File: config.mk
export PLATFORM = sky130hd
export DESIGN_NAME = fetch_sequencer
export DESIGN_NICKNAME = d
export VERILOG_FILES = /design/src/rtl/fetch_sequencer.sv
export SDC_FILE = /design/constraint.sdc
export NUM_CORES = 1
export LEC_CHECK = 0
export ABC_AREA = 1
export ABC_CLOCK_PERIOD_IN_PS = 5200
export CAP_MARGIN = 10
export CORE_ASPECT_RATIO = 1.2
export CORE_MARGIN = 2
export CORE_UTILIZATION = 50
export DETAILED_ROUTE_END_ITERATION = 8
export PLACE_DENSITY = 0.82
export SYNTH_ARGS = -nofsm -noshare
export SYNTH_HDL_FRONTEND = slang
export SYNTH_SLANG_ARGS = --single-unit
File: constraint.sdc
create_clock -name CLK -period 5.2 [get_ports CLK]
set_clock_uncertainty 0.1 [all_clocks]
set_input_delay 1.04 -clock CLK [delete_from_list [all_inputs] [get_ports CLK]]
set_output_delay 1.04 -clock CLK [all_outputs]
set_load 0.1 [all_outputs]
File: src/rtl/fetch_sequencer.sv
// Program counter and fetch controller for the instruction ROM.
// Ports: CLK/Reset, Start/Stall/Halt/BranchRel/Offset/JumpAbs/Target in;
//        InstAddress (PC), InstValid, Done, CycleCt out.
module fetch_sequencer #(
  parameter int IW       = 8,
  parameter int START_PC = 0,
  parameter int OW       = 8,
  parameter int CW       = 16
) (
  input  logic          CLK,
  input  logic          Reset,
  input  logic          Start,
  input  logic          Stall,
  input  logic          Halt,
  input  logic          BranchRel,
  input  logic [OW-1:0] Offset,
  input  logic          JumpAbs,
  input  logic [IW-1:0] Target,
  output logic [IW-1:0] InstAddress,
  output logic          InstValid,
  output logic          Done,
  output logic [CW-1:0] CycleCt
);

  localparam logic [1:0] S_IDLE = 2'd0;
  localparam logic [1:0] S_RUN  = 2'd1;
  localparam logic [1:0] S_DONE = 2'd2;

  localparam logic [IW-1:0] PC0 = IW'(START_PC);

  logic [1:0]    state;
  logic [IW-1:0] pc;
  logic [IW-1:0] pc_next;
  logic [IW-1:0] off_ext;
  logic [CW-1:0] ct;
  logic          run;

  assign run     = (state == S_RUN);
  assign off_ext = IW'(signed'(Offset));

  // Halt and Stall both freeze the PC; the wrap is
  // the natural IW-bit overflow of the adders.
  always_comb begin
    pc_next = pc;
    if (Halt || Stall)
      pc_next = pc;
    else if (JumpAbs)
      pc_next = Target;
    else if (BranchRel)
      pc_next = pc + off_ext;
    else
      pc_next = pc + 1'b1;
  end

  always_ff @(posedge CLK) begin
    if (Reset) begin
      state <= S_IDLE;
      pc    <= PC0;
      ct    <= '0;
    end else begin
      unique case (state)
        S_IDLE, S_DONE: begin
          if (Start) begin
            state <= S_RUN;
            pc    <= PC0;
            ct    <= '0;
          end
        end
        S_RUN: begin
          if (ct != '1)
            ct <= ct + 1'b1;
          pc <= pc_next;
          if (Halt)
            state <= S_DONE;
        end
        default: state <= S_IDLE;
      endcase
    end
  end

  assign InstAddress = pc;
  // Stall drops validity in the same cycle it is
  // raised, so decode never sees a held slot twice.
  assign InstValid   = run & ~Stall;
  assign Done        = (state == S_DONE);
  assign CycleCt     = ct;

endmodule
After elaboration in Yosys (flattened, before gate mapping)
Index checks and enable logic that the tools add are counted.
{"block": "word_totals", "out_inout_bits": 26, "elab_cells": 33, "input_bits": 23, "register_bits": 26}
{"block": "classes", "n_bitwise": 2, "muxes": 11, "n_eq_ne": 7, "add_sub_neg": 3, "reduce_logical": 7}
{"operator": "two-way mux 16 bit", "n": 2}
{"operator": "two-way mux 8 bit", "n": 4}
{"operator": "one-hot mux 16 bit (2 select lines)", "n": 1}
{"operator": "adder 16 x 1 -> 16 bit, second input constant", "n": 1}
{"operator": "!= test 16 bit, second input constant", "n": 1}
{"operator": "one-hot mux 8 bit (2 select lines)", "n": 1}
{"operator": "adder 8 x 1 -> 8 bit, second input constant", "n": 1}
{"operator": "adder 8 bit", "n": 1}
{"operator": "!= test 2 bit, second input constant", "n": 3}
{"operator": "AND reduction 3 bit", "n": 2}
{"operator": "two-way mux 2 bit", "n": 2}
{"operator": "one-hot mux 2 bit (2 select lines)", "n": 1}
{"operator": "== test 2 x 1 -> 1 bit, second input constant", "n": 1}
{"operator": "== test 2 bit, second input constant", "n": 1}
{"operator": "zero test 2 bit", "n": 1}
{"operator": "!= test 2 x 1 -> 1 bit, second input constant", "n": 1}
{"operator": "AND reduction 2 bit", "n": 1}
{"operator": "nonzero test 2 bit", "n": 1}
{"operator": "OR reduction 2 bit", "n": 1}
{"operator": "AND 1 bit", "n": 1}
{"operator": "logical OR 1 bit", "n": 1}
{"operator": "inverter 1 bit", "n": 1}

Longest topological paths before layout
Gate-level depths: netlist of the first run.
{"block": "logic_depth", "depth_word": 5, "mapped_depth": 14, "ltp_nobuf": 14}

Worst setup path after synthesis of the first run
Ideal clock, no wire load.
{"block": "synth_timing", "kind": "reg2out", "start": "register state[1]", "end": "output Done", "arrival_time_ns": 1.688, "setup_slack_ns": 2.372, "path_buffers": 0, "required_time_ns": 4.060, "stages_incl_launch_ff": 3, "cell_sequence": "dfxtp_1 > inv_1 > nor2_1"}
{"block": "synth_via", "elab_chain_len": 1}
{"element": "start: declaration", "line": "31", "source": "logic [1:0] state;"}
{"element": "start signal: assignment", "line": "57", "source": "state <= S_IDLE;"}
{"element": "start signal: assignment", "line": "64", "source": "state <= S_RUN;"}
{"element": "start signal: assignment", "line": "74", "source": "state <= S_DONE;"}
{"element": "== test 2 bit", "line": "85", "source": "assign Done = (state == S_DONE);"}
{"element": "end: declaration", "line": "21", "source": "output logic Done,"}
Every way passes these cells.

Worst setup path in the final report of the first run
{"block": "layout_timing", "start": "input Stall", "end": "output InstValid"}
{"block": "layout_via", "elab_chain_len": 2}
{"element": "start: declaration", "line": "13", "source": "input logic Stall,"}
{"element": "inverter 1 bit", "line": "84", "source": "assign InstValid = run & ~Stall;"}
{"element": "AND 1 bit", "line": "84"}
{"element": "end: declaration", "line": "20", "source": "output logic InstValid,"}
Every way passes these cells.

==> results of run 1 <==
[logic make-up (layout without fill, tap and decap cells)]
group / count (synthesis) / after routing / synth area share [%]
buffers and inverters: 52 / 97 / 11.84
AO/OA/AOI/OAI: 32 / 32 / 10.05
XOR/XNOR: 4 / 4 / 1.863
adder cells (fa/ha/maj): 9 / 9 / 6.387
AND/OR/NAND/NOR: 171 / 171 / 42.18
flip-flops: 26 / 26 / 27.68
[power by group through the flow]
stage	clock network, mW	logic [mW]	registers, mW
detailed placement	0	0.0906	0.209
global placement	0	0.0900	0.209
global route	0.126	0.0990	0.205
CTS	0.118	0.0910	0.205
floorplan	0	0.0490	0.224
finish	0.113	0.0900	0.205
[state kept, by name, indices dropped and copies added, names as in the netlist]
name,count
CycleCt,16
InstAddress,8
state,2
[synthesized netlist by cell type]
library cell  number
or2_0              1
clkinv_1           1
inv_2              1
nand3b_1           3
a21oi_1           16
clkbuf_1           3
dfxtp_1           26
nand3_2            1
o21ai_0            7
buf_4              1
nand3_1           24
buf_6              1
nand2_4            3
or2_2              3
inv_1             42
inv_4              2
a21oi_2            5
nor2_1            40
ha_1               8
nand4_1            3
nand3_4            1
nor3_1             4
nand2_2            4
or2_1              1
nor2_2             3
buf_8              1
fa_1               1
and2_1             1
o211ai_1           4
nand2_1           76
xor2_1             4
nor2_4             3
[path summary, 6_finish.rpt]
kind                  startpoint        endpoint  cells after the start
setup / recovery           Stall       InstValid                      3
hold / removal       CycleCt[14]     CycleCt[14]                      2
setup reg to reg  InstAddress[0]  InstAddress[4]                     11
hold reg to reg      CycleCt[14]     CycleCt[14]                      2
[area by class of cell]
cell class / count / area, um2 / area share, %
Clock buffer: 3 / 41.29 / 1.705
Inverter: 46 / 177.7 / 7.335
Multi-Input combinational cell: 216 / 1137 / 46.95
Sequential cell: 26 / 520.5 / 21.49
Tap cell: 52 / 65.06 / 2.686
Timing Repair Buffer: 48 / 480.5 / 19.83
[stage by stage]
stage,setup WS (ns),area (um2),utilization (%),hold WS [ns]
CTS,1.270,2422,66.67,0.3770
global placement,1.293,2381,65.53,0.3590
floorplan,2.372,1881,-,0.3899
detailed placement,1.273,2381,65.53,0.3609
global route,1.238,2422,66.67,0.4120
finish,1.278,2422,66.67,0.3745
[tightest hold or removal path: stages (launching register included)]
cell,delay [ns]
dfxtp_1,0.33
inv_1,0.05
a21oi_1,0.05
[routing by layer]
layer	track usage (%)	vias up	part of all wire (%)
met3	2.377	4	3.8
li1	-	1012	-
met5	0	-	0
met1	25.54	820	46
met2	37.56	33	49
met4	5.926	0	0.93
==> flow_summary_export.csv, run 1 <==
group,metric,value,unit
routing,drt-wirelength-per-cell,10.40,um
floorplanning,die_h,71.18,um
routing,drc,0,
sta,setup_viol,0,
global_route,track_usage,20.92,%
yosys,synth.top_cell.area_share,27.68,%
power,leakagePower,0.9992,nW
power,power.switching,0.1207,mW
sta,tns,0,ns
final_layout,diodes,0,
setup_path,critPathMaxStageDelay,1.15,ns
clock_network,cts_made_buffers,3,
power,seqPwrFrac,50.2,%
yosys,yosys.area.top_type,"dfxtp_1",
clock_network,cts_tree,"done",
placed_design,hpwl,3.242,mm
yosys,yosysSeqAreaShare,27.68,%
yosys,synth_cells,294,
final_layout,nets,373,
routing,drtAntennaViolNets,0,
sta,post-route-period-util,75.43,%
run_status,outcome,"finished, final reports clean",
final_layout,syn2layout_area_growth,28.81,%
power,clkPwrFrac,27.7,%
final_layout,mostFrequentLayoutCell,"nand2_1",
setup_path,crit_slowest_cell,"clkdlybuf4s50_1",
clock_network,htreeDepth,1,
clock_network,root_buffer,"clkbuf_8",
hold_path,hold_class,"flop to flop",
setup_path,crit_type,"input pin to primary output",
setup_path,crit_top_cell,"clkdlybuf4s50_1",
placed_design,place_congestion,0.8960,
setup_path,crit_family,"buffers and inverters",
power,netSwitchingFraction,29.59,%
clock_network,post_cts_buffers,0,
floorplanning,die_area,4270,um2
final_layout,fin_cells,391,
final_layout,final_cell_mix,"nand2_1, clkdlybuf4s50_1, inv_1",
power,power.total,0.4079,mW
clock_network,path_clk_slew,0.09,ns
sta,drv_slew,0,
yosys,syn-cell-area,1881,um2
final_layout,drive_gt1_share,8.555,%
setup_path,r2r_slack,3.36,ns
clock_network,post_cts_resized,0,
floorplanning,rows,24,
placed_design,portBuffers,48,
sta,grt_setup_unrepaired,"no",
yosys,syn_nets,326,
yosys,ys_ff_latch,26,
setup_path,critPathArrivalTime,2.78,ns
clock_network,ctsLongestPathBuffers,2,
routing,wirelength,4.065,mm
clock_network,clock_latency,0.27,ns
floorplanning,initial_core_util,51.76,%
placed_design,dp_cells,388,
sta,hold_violations,0,
global_route,grt_pass1_vias,1773,
setup_path,path_cells,"clkdlybuf4s50_1 > nor2_4 > clkdlybuf4s50_1",
setup_path,worstPathMaxFanout,2,
clock_network,cts_num_sinks,26,
setup_path,start_kind,"input pin",
power,p_per_area,168.4,nW/um2
floorplanning,coreArea,3633,um2
setup_path,crit_buf_inv,2,
sta,slew_headroom,33.83,%
setup_path,required,4.06,ns
final_layout,fillers,332,
yosys,yosys_warnings,0,
sta,min_period,3.922,ns
sta,worstMarginPinSlew,0.9894,ns
routing,viasPerCell,4.780,
power,ir_drop,116.4,uV
power,intPower,0.2872,mW
global_route,antenna_found_initial,0,
power,combPwrFrac,22.1,%
flow_run,drv_cap,0,
routing,first_pass_iters,4,
global_route,overflow,0,
routing,via_count,1869,
setup_path,endpoint_kind,"primary output",
clock_network,cts_hold_buf,0,
yosys,synthTopCellsByArea,"dfxtp_1, nand2_1, inv_1, nor2_1, nand3_1",
sta,fmax,0.2550,GHz
floorplanning,die_w,59.99,um
routing,drt_iter0_drc,58,
yosys,syn_area_per_cell,6.396,um2
yosys,netlist-cell-type-count,32,
floorplanning,ioPinCount,49,
global_route,grt_pass1_wl,7.141,mm
global_route,grt_max_degree,19,
Note: power is estimated with default switching activity, not from simulation.
==> run 2, diff against run 1 <==
--- a/config.mk
+++ b/config.mk
@@ -6,13 +6,13 @@
 export NUM_CORES = 1
 export LEC_CHECK = 0
 export ABC_AREA = 1
-export ABC_CLOCK_PERIOD_IN_PS = 5200
+export ABC_CLOCK_PERIOD_IN_PS = 4100
 export CAP_MARGIN = 10
 export CORE_ASPECT_RATIO = 1.2
 export CORE_MARGIN = 2
-export CORE_UTILIZATION = 50
+export CORE_UTILIZATION = 49
 export DETAILED_ROUTE_END_ITERATION = 8
-export PLACE_DENSITY = 0.82
+export PLACE_DENSITY = 0.8
 export SYNTH_ARGS = -nofsm -noshare
 export SYNTH_HDL_FRONTEND = slang
 export SYNTH_SLANG_ARGS = --single-unit
==> constraint.sdc (replaced) <==
create_clock -name CLK -period 4.1 [get_ports CLK]
set_clock_uncertainty 0.1 [all_clocks]
set_input_delay 0.82 -clock CLK [delete_from_list [all_inputs] [get_ports CLK]]
set_output_delay 0.82 -clock CLK [all_outputs]
set_load 0.1 [all_outputs]
==> flow_summary_export.csv, run 2 (same netlist as run 1, synthesis figures left out) <==
group,metric,value,unit
run_status,outcome,"finished, final reports clean",
floorplanning,initial_core_util,51.33,%
final_layout,seqCellArea,520.5,um2
routing,wirelength,4.252,mm
floorplanning,die_h,71.86,um
clock_network,cts_num_sinks,26,
setup_path,path_cells,"clkdlybuf4s50_1",
global_route,grt_pass1_vias,1702,
sta,tns,0,ns
clock_network,ctsLongestPathBuffers,2,
setup_path,crit_slowest_cell,"clkdlybuf4s50_1",
sta,post-route-period-util,71.18,%
sta,setup_viol,0,
placed_design,place_congestion,0.8744,
power,leakagePower,1.006,nW
sta,min_period,2.919,ns
hold_path,worstHoldStart,"CycleCt[14]",
floorplanning,die_area,4351,um2
sta,drv_slew,0,
floorplanning,rows,24,
final_layout,design_area,2427,um2
flow_run,drv_cap,0,
setup_path,crit_type,"flop to primary output",
final_layout,syn2layout_area_growth,29.08,%
hold_path,whs_endpoint,"CycleCt[14]",
clock_network,cts_hold_buf,0,
setup_path,worstPathMaxFanout,8,
setup_path,crit_family,"buffers and inverters",
global_route,overflow,0,
final_layout,final_util,66.26,%
routing,viasPerCell,4.875,
setup_path,r2r-start,"InstAddress[0]",
final_layout,largest_reg_flops,16,
hold_path,hold_class,"flop to flop",
setup_path,critPathMaxStageDelay,1.20,ns
final_layout,multi_input_area,1137,um2
clock_network,post_cts_resized,0,
routing,first_pass_iters,4,
sta,fmax,0.3426,GHz
setup_path,required,3.18,ns
clock_network,post_cts_buffers,0,
setup_path,r2r_cells,11,
routing,drt-wirelength-per-cell,10.85,um
placed_design,pre_cts_slack,1.132,ns
setup_path,crit_buf_inv,1,
global_route,antenna_found_initial,0,
sta,slew_headroom,35.01,%
floorplanning,coreArea,3664,um2
global_route,grt_max_degree,19,
hold_path,holdPathStages,2,
final_layout,diodes,0,
global_route,track_usage,20.83,%
sta,worst_slack,1.181,ns
sta,worstMarginPinSlew,0.9718,ns
placed_design,placed_cell_area,2386,um2
sta,whs,0.3770,ns
global_route,grt_pass1_wl,7.141,mm
setup_path,r2r_slack,2.29,ns
setup_path,endpoint_kind,"primary output",
clock_network,root_buffer,"clkbuf_8",
floorplanning,ioPinCount,49,
floorplanning,die_w,60.55,um
setup_path,start_kind,"flop",
setup_path,regToRegEndpoint,"InstAddress[4]",
clock_network,htreeDepth,1,
clock_network,cts_made_buffers,3,
sta,grt_setup_unrepaired,"no",
placed_design,hpwl,3.236,mm
power,ir_drop,145.8,uV
clock_network,cts_tree,"done",
final_layout,fillers,329,
final_layout,nets,374,
routing,drc,0,
sta,hold_violations,0,
setup_path,critPathArrivalTime,2.00,ns
routing,via_count,1911,
final_layout,mostFrequentLayoutCell,"nand2_1",
placed_design,portBuffers,48,
routing,drtAntennaViolNets,0,
clock_network,path_clk_slew,0.09,ns
routing,drt_iter0_drc,99,
power,p_per_area,216.2,nW/um2
clock_network,clock_latency,0.28,ns
final_layout,drive_gt1_share,9.118,%
final_layout,final_cell_mix,"nand2_1, clkdlybuf4s50_1, inv_1",
[run 2: cell types whose count changed in the layout (fill, tap and decap cells not counted), sizes merged]
cell and change:
buf +2, clkdlybuf4s50 -1
[run 2: area by class of cell]
class,count,area share [%]
Multi-Input combinational cell,216,46.86
Sequential cell,26,21.44
Timing Repair Buffer,49,20.00
Inverter,46,7.320
Tap cell,52,2.680
Clock buffer,3,1.701
[run 2: power by group]
| part | internal [mW] | switching (mW) |
|---|---|---|
| Combinational | 0.0429 | 0.0733 |
| Sequential | 0.256 | 0.00363 |
| Clock | 0.0661 | 0.0828 |
[run 2: worst max-delay path by stage]
stage          startpoint        endpoint  slack [ns]  depth (start not counted)
3_3_place_gp    BranchRel  InstAddress[4]        1.19                         13
2_1_floorplan    state[1]            Done        1.49                          2
4_1_cts        CycleCt[5]      CycleCt[5]        1.19                          1
6_report       CycleCt[5]      CycleCt[5]        1.18                          1
5_1_grt          state[1]            Done        1.14                          3
3_5_place_dp    BranchRel  InstAddress[4]        1.13                         13
[run 2: worst reg2reg max path: cells and delay by family, from the launching register on]
family / cells / cell delay [ns]
fa+ha+maj: 2 / 0.58
simple gates: 6 / 0.48
flops: 1 / 0.38
buf+inv: 2 / 0.12
compound gates: 1 / 0.05
[run 2: per-stage QoR]
| step | instances | total power, mW |
|---|---|---|
| 2_1_floorplan | 294 | 0.3457 |
| 3_3_place_gp | 389 | 0.3812 |
| 3_5_place_dp | 389 | 0.3818 |
| 4_1_cts | 392 | 0.5287 |
| 5_1_grt | 392 | 0.5496 |
| 6_report | 392 | 0.5248 |
[run 2: per-layer routing]
metal  wire length (um)  vias to the layer above  global-route usage (%)  part of all wire (%)
met5                  0                        -                       0                     0
met4                 44                        0                   5.797                   1.0
met3                209                        5                   2.166                   4.9
met2               2050                       44                   36.84                    48
met1               1947                      849                   26.35                    46
li1                   -                     1013                       -                     -
==> run 3, diff against run 2 <==
--- a/config.mk
+++ b/config.mk
@@ -6,13 +6,13 @@
 export NUM_CORES = 1
 export LEC_CHECK = 0
 export ABC_AREA = 1
-export ABC_CLOCK_PERIOD_IN_PS = 4100
+export ABC_CLOCK_PERIOD_IN_PS = 2350
 export CAP_MARGIN = 10
 export CORE_ASPECT_RATIO = 1.2
 export CORE_MARGIN = 2
-export CORE_UTILIZATION = 49
+export CORE_UTILIZATION = 44
 export DETAILED_ROUTE_END_ITERATION = 8
-export PLACE_DENSITY = 0.8
+export PLACE_DENSITY = 0.76
 export SYNTH_ARGS = -nofsm -noshare
 export SYNTH_HDL_FRONTEND = slang
 export SYNTH_SLANG_ARGS = --single-unit
==> constraint.sdc (replaced) <==
create_clock -name CLK -period 2.35 [get_ports CLK]
set_clock_uncertainty 0.1 [all_clocks]
set_input_delay 0.47 -clock CLK [delete_from_list [all_inputs] [get_ports CLK]]
set_output_delay 0.47 -clock CLK [all_outputs]
set_load 0.1 [all_outputs]
==> flow_summary_export.csv, run 3 (same netlist as run 1, synthesis figures left out) <==
group,metric,value,unit
run_status,outcome,"finished, final reports clean",
final_layout,syn2layout_area_growth,29.54,%
flow_run,drv_cap,0,
power,leakagePower,1.095,nW
global_route,grt_max_degree,18,
clock_network,path_clk_slew,0.09,ns
routing,first_pass_iters,4,
global_route,track_usage,19.24,%
hold_path,holdPathStages,2,
final_layout,drive_gt1_share,18.84,%
power,p_per_area,393.0,nW/um2
clock_network,cts_tree,"done",
floorplanning,die_area,4815,um2
power,power.total,0.9574,mW
power,clkPwrFrac,30.9,%
setup_path,crit_type,"input pin to flop",
routing,drtAntennaViolNets,0,
placed_design,pre_cts_slack,-0.1429,ns
sta,grt_setup_unrepaired,"no",
sta,post-route-period-util,90.07,%
final_layout,mostFrequentLayoutCell,"nand2_1",
clock_network,post_cts_buffers,0,
sta,min_period,2.117,ns
power,seqPwrFrac,47.4,%
routing,drc,0,
clock_network,cts_num_sinks,26,
routing,viasPerCell,4.823,
routing,drt_iter0_drc,83,
floorplanning,coreArea,4197,um2
power,ir_drop,212.9,uV
power,combPwrFrac,21.8,%
routing,wirelength,4.345,mm
clock_network,ctsLongestPathBuffers,2,
floorplanning,ioPinCount,49,
power,power.switching,0.2816,mW
sta,worst_slack,0.2333,ns
floorplanning,initial_core_util,44.81,%
setup_path,worstPathMaxFanout,2,
final_layout,final_cell_mix,"nand2_1, inv_1, nor2_1",
global_route,antenna_found_initial,0,
clock_network,clock_latency,0.27,ns
power,netSwitchingFraction,29.42,%
sta,setup_viol,0,
placed_design,placed_cell_area,2374,um2
setup_path,required,2.42,ns
sta,drv_slew,0,
final_layout,design_area,2436,um2
routing,via_count,1934,
floorplanning,die_w,63.68,um
final_layout,largest_reg_flops,16,
sta,worstMarginPinSlew,0.4388,ns
sta,slew_headroom,70.72,%
clock_network,cts_made_buffers,3,
setup_path,r2r_cells,11,
setup_path,endpoint_kind,"flop",
power,intPower,0.6758,mW
placed_design,hpwl,3.408,mm
sta,fmax,0.4724,GHz
final_layout,nets,378,
setup_path,start_kind,"input pin",
clock_network,root_buffer,"clkbuf_8",
global_route,grt_pass1_wl,7.541,mm
setup_path,critPathArrivalTime,2.18,ns
global_route,overflow,0,
final_layout,diodes,0,
clock_network,cts_hold_buf,0,
global_route,grt_pass1_vias,1853,
sta,hold_violations,0,
clock_network,htreeDepth,1,
routing,drt-wirelength-per-cell,10.84,um
floorplanning,die_h,75.62,um
hold_path,hold_class,"flop to flop",
floorplanning,rows,26,
placed_design,portBuffers,48,
placed_design,place_congestion,0.8969,
==> run 3: changes by cell type in the layout (fill, tap and decap cells not counted), sizes merged <==
cell | previous run | this run
buf | 2 | 31
clkbuf | 3 | 4
clkdlybuf4s50 | 47 | 21
dlymetal6s2s | 0 | 1
==> run 3: worst paths after layout <==
path                   from             end  slack [ns]
max               Offset[0]  InstAddress[4]        0.23
min             CycleCt[14]     CycleCt[14]        0.38
max reg2reg  InstAddress[0]  InstAddress[4]        0.61
min reg2reg     CycleCt[14]     CycleCt[14]        0.38
==> run 3: power by group through the flow <==
| stage | Clock [mW] | Combinational, mW | Sequential, mW |
|---|---|---|---|
| after floorplan | 0 | 0.108 | 0.495 |
| after global placement | 0 | 0.208 | 0.464 |
| after detailed placement | 0 | 0.210 | 0.464 |
| after CTS | 0.302 | 0.211 | 0.454 |
| after global routing | 0.320 | 0.229 | 0.455 |
| final | 0.296 | 0.208 | 0.454 |
==> run 3: cell type report <==
cell class	count	area, um2
timing repair buffer	53	467.9
inverter	46	177.7
tap	56	70.07
sequential	26	523.0
multi-input combinational	216	1142
fill	418	1760
clock buffer	4	55.05
==> run 3: through the flow <==
| stage | TNS [ns] | cells | util [%] | hold WS (ns) |
|---|---|---|---|---|
| finish | 0 | 401 | 58.05 | 0.3773 |
| global route | 0 | 401 | 58.05 | 0.4082 |
| floorplan | 0 | 294 | - | 0.3899 |
| CTS | 0 | 401 | 57.87 | 0.3806 |
| detailed placement | -0.3548 | 397 | 56.56 | 0.3623 |
| global placement | -0.1518 | 397 | 56.56 | 0.3617 |
==> run 3: critical path, cell delays in order <==
cell and delay, ns:
clkdlybuf4s50_1 0.45, inv_1 0.03, nand2_1 0.05, ha_2 0.17, inv_1 0.05, fa_2 0.33
inv_1 0.06, nand2_1 0.04, nand2_1 0.06, and2_1 0.13, or2_0 0.12, nand3_1 0.07
nand2_1 0.08, a21oi_1 0.05
==> run 3: what timing repair did <==
| item | in CTS | in global routing |
|---|---|---|
| gates resized for setup | 0 | 3 |
| setup endpoints to repair | 0 | 2 |
| endpoints found under the hold margin | 0 | 0 |
==> run 3: routing by layer <==
layer  up-vias  share of wire, %  global-route usage (%)
li1       1024                 -                       -
met1       866                45                   21.94
met2        39                50                   37.31
met3         5               4.1                   2.216
met4         0               1.2                   7.005
met5         -                 0                       0
==> RTL edit 1 (flow settings as in run 2) <==
`IW`: 8 -> 9.
--- a/src/rtl/fetch_sequencer.sv
+++ b/src/rtl/fetch_sequencer.sv
@@ -4,3 +4,3 @@
 module fetch_sequencer #(
-  parameter int IW       = 8,
+  parameter int IW       = 9,
   parameter int START_PC = 0,
Interface: changed (resized InstAddress and Target); port bits go from 49 to 51. The function was not compared with the original's and may differ.
==> RTL edit 1 against run 2 <==
  * Sequential cell count rose by 1
  * Worst setup slack worse by 0.0023 ns
  * Via count grew 6.5%
  * Highest routed layer unchanged
  * First-iteration DRC count is 44% lower
  * Largest power group unchanged
  * Final area increased by 3.4%
  * Global-route usage up 1.1 points
  * Wire length increased by 11%
  * Total power rose by 3.1%
  * Synthesized area grew 2.5%
  * Count of clock-buffer cells in the layout is the same
  * Critical endpoint unchanged
  * Cell count increased by 4.6%
  * Sequential power rose by 4%
==> RTL edit 1: results (changes against run 2) <==
.. list-table::
   :header-rows: 1

   * - Metric
     - Value
   * - Top cells by area in the synthesized netlist
     - dfxtp_1 28%, nand2_1 17%, nor2_1 8.4%, inv_1 8.2%, nand3_1 6.0% (was dfxtp_1 28%, nand2_1 15%, inv_1 8.4%, nor2_1 8.0%, nand3_1 6.4%)
   * - Reg-to-Reg Start
     - CycleCt[0] (was InstAddress[0])
   * - Number of standard cells after synthesis
     - 308 (was 294)
   * - Met2 wire len
     - 2400 um (was 2050 um)
   * - Result of the run
     - completed (unchanged)
   * - Maximum number of pins on one net before global-route repair
     - 21 (was 19)
   * - Warnings from Yosys
     - 0 (unchanged)
   * - Routability Congestion
     - 0.929 (was 0.874)
   * - Global Route met2 Usage
     - 41.1% (was 36.8%)
   * - Starting DRT DRC Count
     - 55 (was 99)
   * - Port buffer count
     - 50 (was 48)
   * - Register-to-register setup slack
     - 2.20 ns (was 2.29 ns)
   * - Met1 Use GR
     - 25.5% (was 26.4%)
   * - Total routing resource utilization after global routing
     - 22.0% (was 20.8%)
   * - Met3 routing resource usage after global routing
     - 2.13% (was 2.17%)
   * - Half-perimeter wire length after placement
     - 3610 um (was 3240 um)
   * - Ratio of cells with drive above 1 in the final layout
     - 7.82% (was 9.12%)
   * - DP Worst Slack
     - 1.14 ns (was 1.13 ns)
   * - Non-filler instance count after layout
     - 410 (was 392)
   * - Net Sw Power
     - 164 uW (was 160 uW)
   * - Vias in the first global route
     - 1,825 (was 1,702)
   * - Power drawn by the sequential cells
     - 270 uW (was 260 uW)
   * - Number of nets produced by synthesis
     - 342 (was 326)
   * - Placed cell area
     - 2460 um2 (was 2390 um2)
   * - Share of the synthesized netlist area taken by xor and xnor gates
     - 2.73% (was 1.86%)
   * - Routed wl met3
     - 196 um (was 209 um)
   * - Proportion of synthesized chip area in sequential cells
     - 28.1% (was 27.7%)
   * - Clk root buf
     - clkbuf_8 (unchanged)
   * - Maximum vdd drop
     - 129 uV (was 146 uV)
   * - Reg power frac
     - 49.8% (was 49.5%)
   * - Net count, final
     - 393 (was 374)
   * - CP Max Fanout
     - 7 (was 8)
   * - Synth top cells by count
     - 88 x nand2_1, 43 x nor2_1, 42 x inv_1 (was 76 x nand2_1, 42 x inv_1, 40 x nor2_1)
   * - Library cells used by synthesis
     - 28 (was 32)
   * - Global-route wire length before repair
     - 7580 um (was 7140 um)
   * - Area fraction in compound gates after synthesis
     - 10.3% (was 10.0%)
   * - Slew HR
     - 34.7% (was 35.0%)
   * - Routed metal-1 wire length
     - 2080 um (was 1950 um)
   * - Crit Reg-Reg Endpoint
     - CycleCt[13] (was InstAddress[4])
   * - Lkg Pwr
     - 0.00111 uW (was 0.00101 uW)
   * - Source-to-sink clock delay at the later pin of the worst-skew pair
     - 0.27 ns
   * - Sum of routed wire length over all layers
     - 4720 um (was 4250 um)
   * - Largest register FFs
     - 16 (unchanged)
   * - Ratio of routed vias to standard cells
     - 4.96 (was 4.88)
   * - H-tree lvl count
     - 1 (unchanged)
[RTL edit 1: area by class of cell]
| type | count | area (um2) |
|---|---|---|
| clock buffers | 3 | 41.3 |
| flip-flops and latches | 27 | 541 |
| inverters | 45 | 169 |
| well taps | 52 | 65.1 |
| repair buffers | 51 | 505 |
| clock inverters | 1 | 5.00 |
| fillers | 364 | 1180 |
| multi-input cells | 231 | 1180 |
[RTL edit 1: worst min-delay path by stage]
| stage | start | end | slack [ns] | depth (start not counted) |
|---|---|---|---|---|
| after floorplan | state[1] | state[1] | 0.39 | 2 |
| after global placement | InstAddress[0] | InstAddress[0] | 0.38 | 2 |
| after detailed placement | InstAddress[4] | InstAddress[4] | 0.38 | 2 |
| after CTS | InstAddress[4] | InstAddress[4] | 0.39 | 2 |
| after global routing | InstAddress[4] | InstAddress[4] | 0.41 | 2 |
| final | InstAddress[4] | InstAddress[4] | 0.39 | 2 |
==> RTL edit 2 (config.mk and constraints of run 2) <==
Made on the original files. Reset style: asynchronous (`Reset`), changed in one clocked block.
--- a/src/rtl/fetch_sequencer.sv
+++ b/src/rtl/fetch_sequencer.sv
@@ -54,3 +54,3 @@
 
-  always_ff @(posedge CLK) begin
+  always_ff @(posedge CLK or posedge Reset) begin
     if (Reset) begin
Function: differs if Reset is asserted again (counterexample within 4 cycles, from zero or initial values and one cycle with Reset high); with Reset held inactive, the same outputs for 10 cycles.
==> RTL edit 2 against run 2 <==
  * Sequential cell count stayed put
  * Wire length up 10%
  * Worst hold slack gained 0.038 ns
  * Final area is 5.1% higher
  * Worst setup slack lost 0.015 ns
  * Synthesized area grew 4.7%
  * Largest cell class unchanged
Power is not compared: it rests on default switching activity, and its combinational part moved more than twofold at a synthesized area within 25%.
==> RTL edit 2: results (changes against run 2) <==
.. list-table::
   :header-rows: 1

   * - Metric
     - Value
   * - Met1 Use GR
     - 25.9% (was 26.4%)
   * - Placed cell area
     - 2480 um2 (was 2390 um2)
   * - Post-layout instance area
     - 2550 um2 (was 2430 um2)
   * - Area share of buffers outside the clock network
     - 18.7% (was 20.0%)
   * - Start point of the critical path
     - state[1] (was CycleCt[5])
   * - Number of nets produced by synthesis
     - 318 (was 326)
   * - Main flop type after synthesis
     - dfrtp_1 (was dfxtp_1)
   * - Maximum number of pins on one net before global-route repair
     - 27 (was 19)
   * - Total routing resource utilization after global routing
     - 22.6% (was 20.8%)
   * - Mux share of post-synthesis cell area
     - 0.509% (was 0%)
   * - Hold path startpoint
     - InstAddress[7] (was CycleCt[14])
   * - Global Route met2 Usage
     - 40.4% (was 36.8%)
   * - Routability Congestion
     - 0.877 (was 0.874)
   * - Result of the run
     - completed (unchanged)
   * - Number of inserted filler cells in the final layout
     - 362 (was 329)
   * - Reg area
     - 651 um2 (was 520 um2)
   * - Share of flip-flops with an asynchronous set or reset after synthesis
     - 100% (was 0%)
   * - Area fraction in compound gates after synthesis
     - 10.2% (was 10.0%)
   * - Library cells used by synthesis
     - 30 (was 32)
   * - Non-filler instance count after layout
     - 387 (was 392)
   * - Share of the synthesized netlist area taken by xor and xnor gates
     - 2.67% (was 1.86%)
   * - Proportion of synthesized chip area in sequential cells
     - 33.1% (was 27.7%)
   * - CP Max Fanout
     - 2 (was 8)
   * - Placed instance count
     - 383 (was 389)
   * - Number of standard cells after synthesis
     - 286 (was 294)
   * - Top cells by area in the synthesized netlist
     - dfrtp_1 33%, nand2_1 18%, inv_1 7.2%, nor2_1 5.7%, nand3_1 5.6% (was dfxtp_1 28%, nand2_1 15%, inv_1 8.4%, nor2_1 8.0%, nand3_1 6.4%)
   * - Ratio of routed vias to standard cells
     - 4.95 (was 4.88)
   * - Sum of routed wire length over all layers
     - 4680 um (was 4250 um)
   * - Non-clk invs
     - 39 (was 46)
   * - Synth top cells by count
     - 97 x nand2_1, 38 x inv_1, 30 x nor2_1 (was 76 x nand2_1, 42 x inv_1, 40 x nor2_1)
   * - Global-route wire length before repair
     - 7800 um (was 7140 um)
   * - Non-clock buffer instance count of the final layout
     - 48 (was 49)
   * - Net count, final
     - 366 (was 374)
[RTL edit 2: kinds of logic (layout without fill, tap and decap cells)]
kind of cell | after synthesis | after routing
xor gates and xnor gates | 6 | 6
muxes | 1 | 1
AOI/OAI and AO/OA | 29 | 29
buffers and inverters | 44 | 91
adders and majority gates | 9 | 9
and+or+nand+nor | 171 | 171
DFF | 26 | 26
[RTL edit 2: critical path: stages (launching register included)]
cell and delay (ns):
dfrtp_1 0.41, inv_1 0.06, nor2_1 0.11, clkdlybuf4s50_1 1.15
[RTL edit 2: path summary, 6_finish.rpt]
check	to	slack, ns	cells after the start
max reg2reg	CycleCt[9]	2.04	4
min in group asynchronous	InstAddress[0]	0.98	2
min reg2reg	InstAddress[7]	0.42	2
max in group asynchronous	CycleCt[9]	2.28	2
max	Done	1.17	3
min	InstAddress[7]	0.42	2
[RTL edit 2: routing by layer]
metal	share of wire, %	wire length, um
met5	0	0
met4	2.1	97
met3	6.1	285
met2	49	2300
met1	43	1990
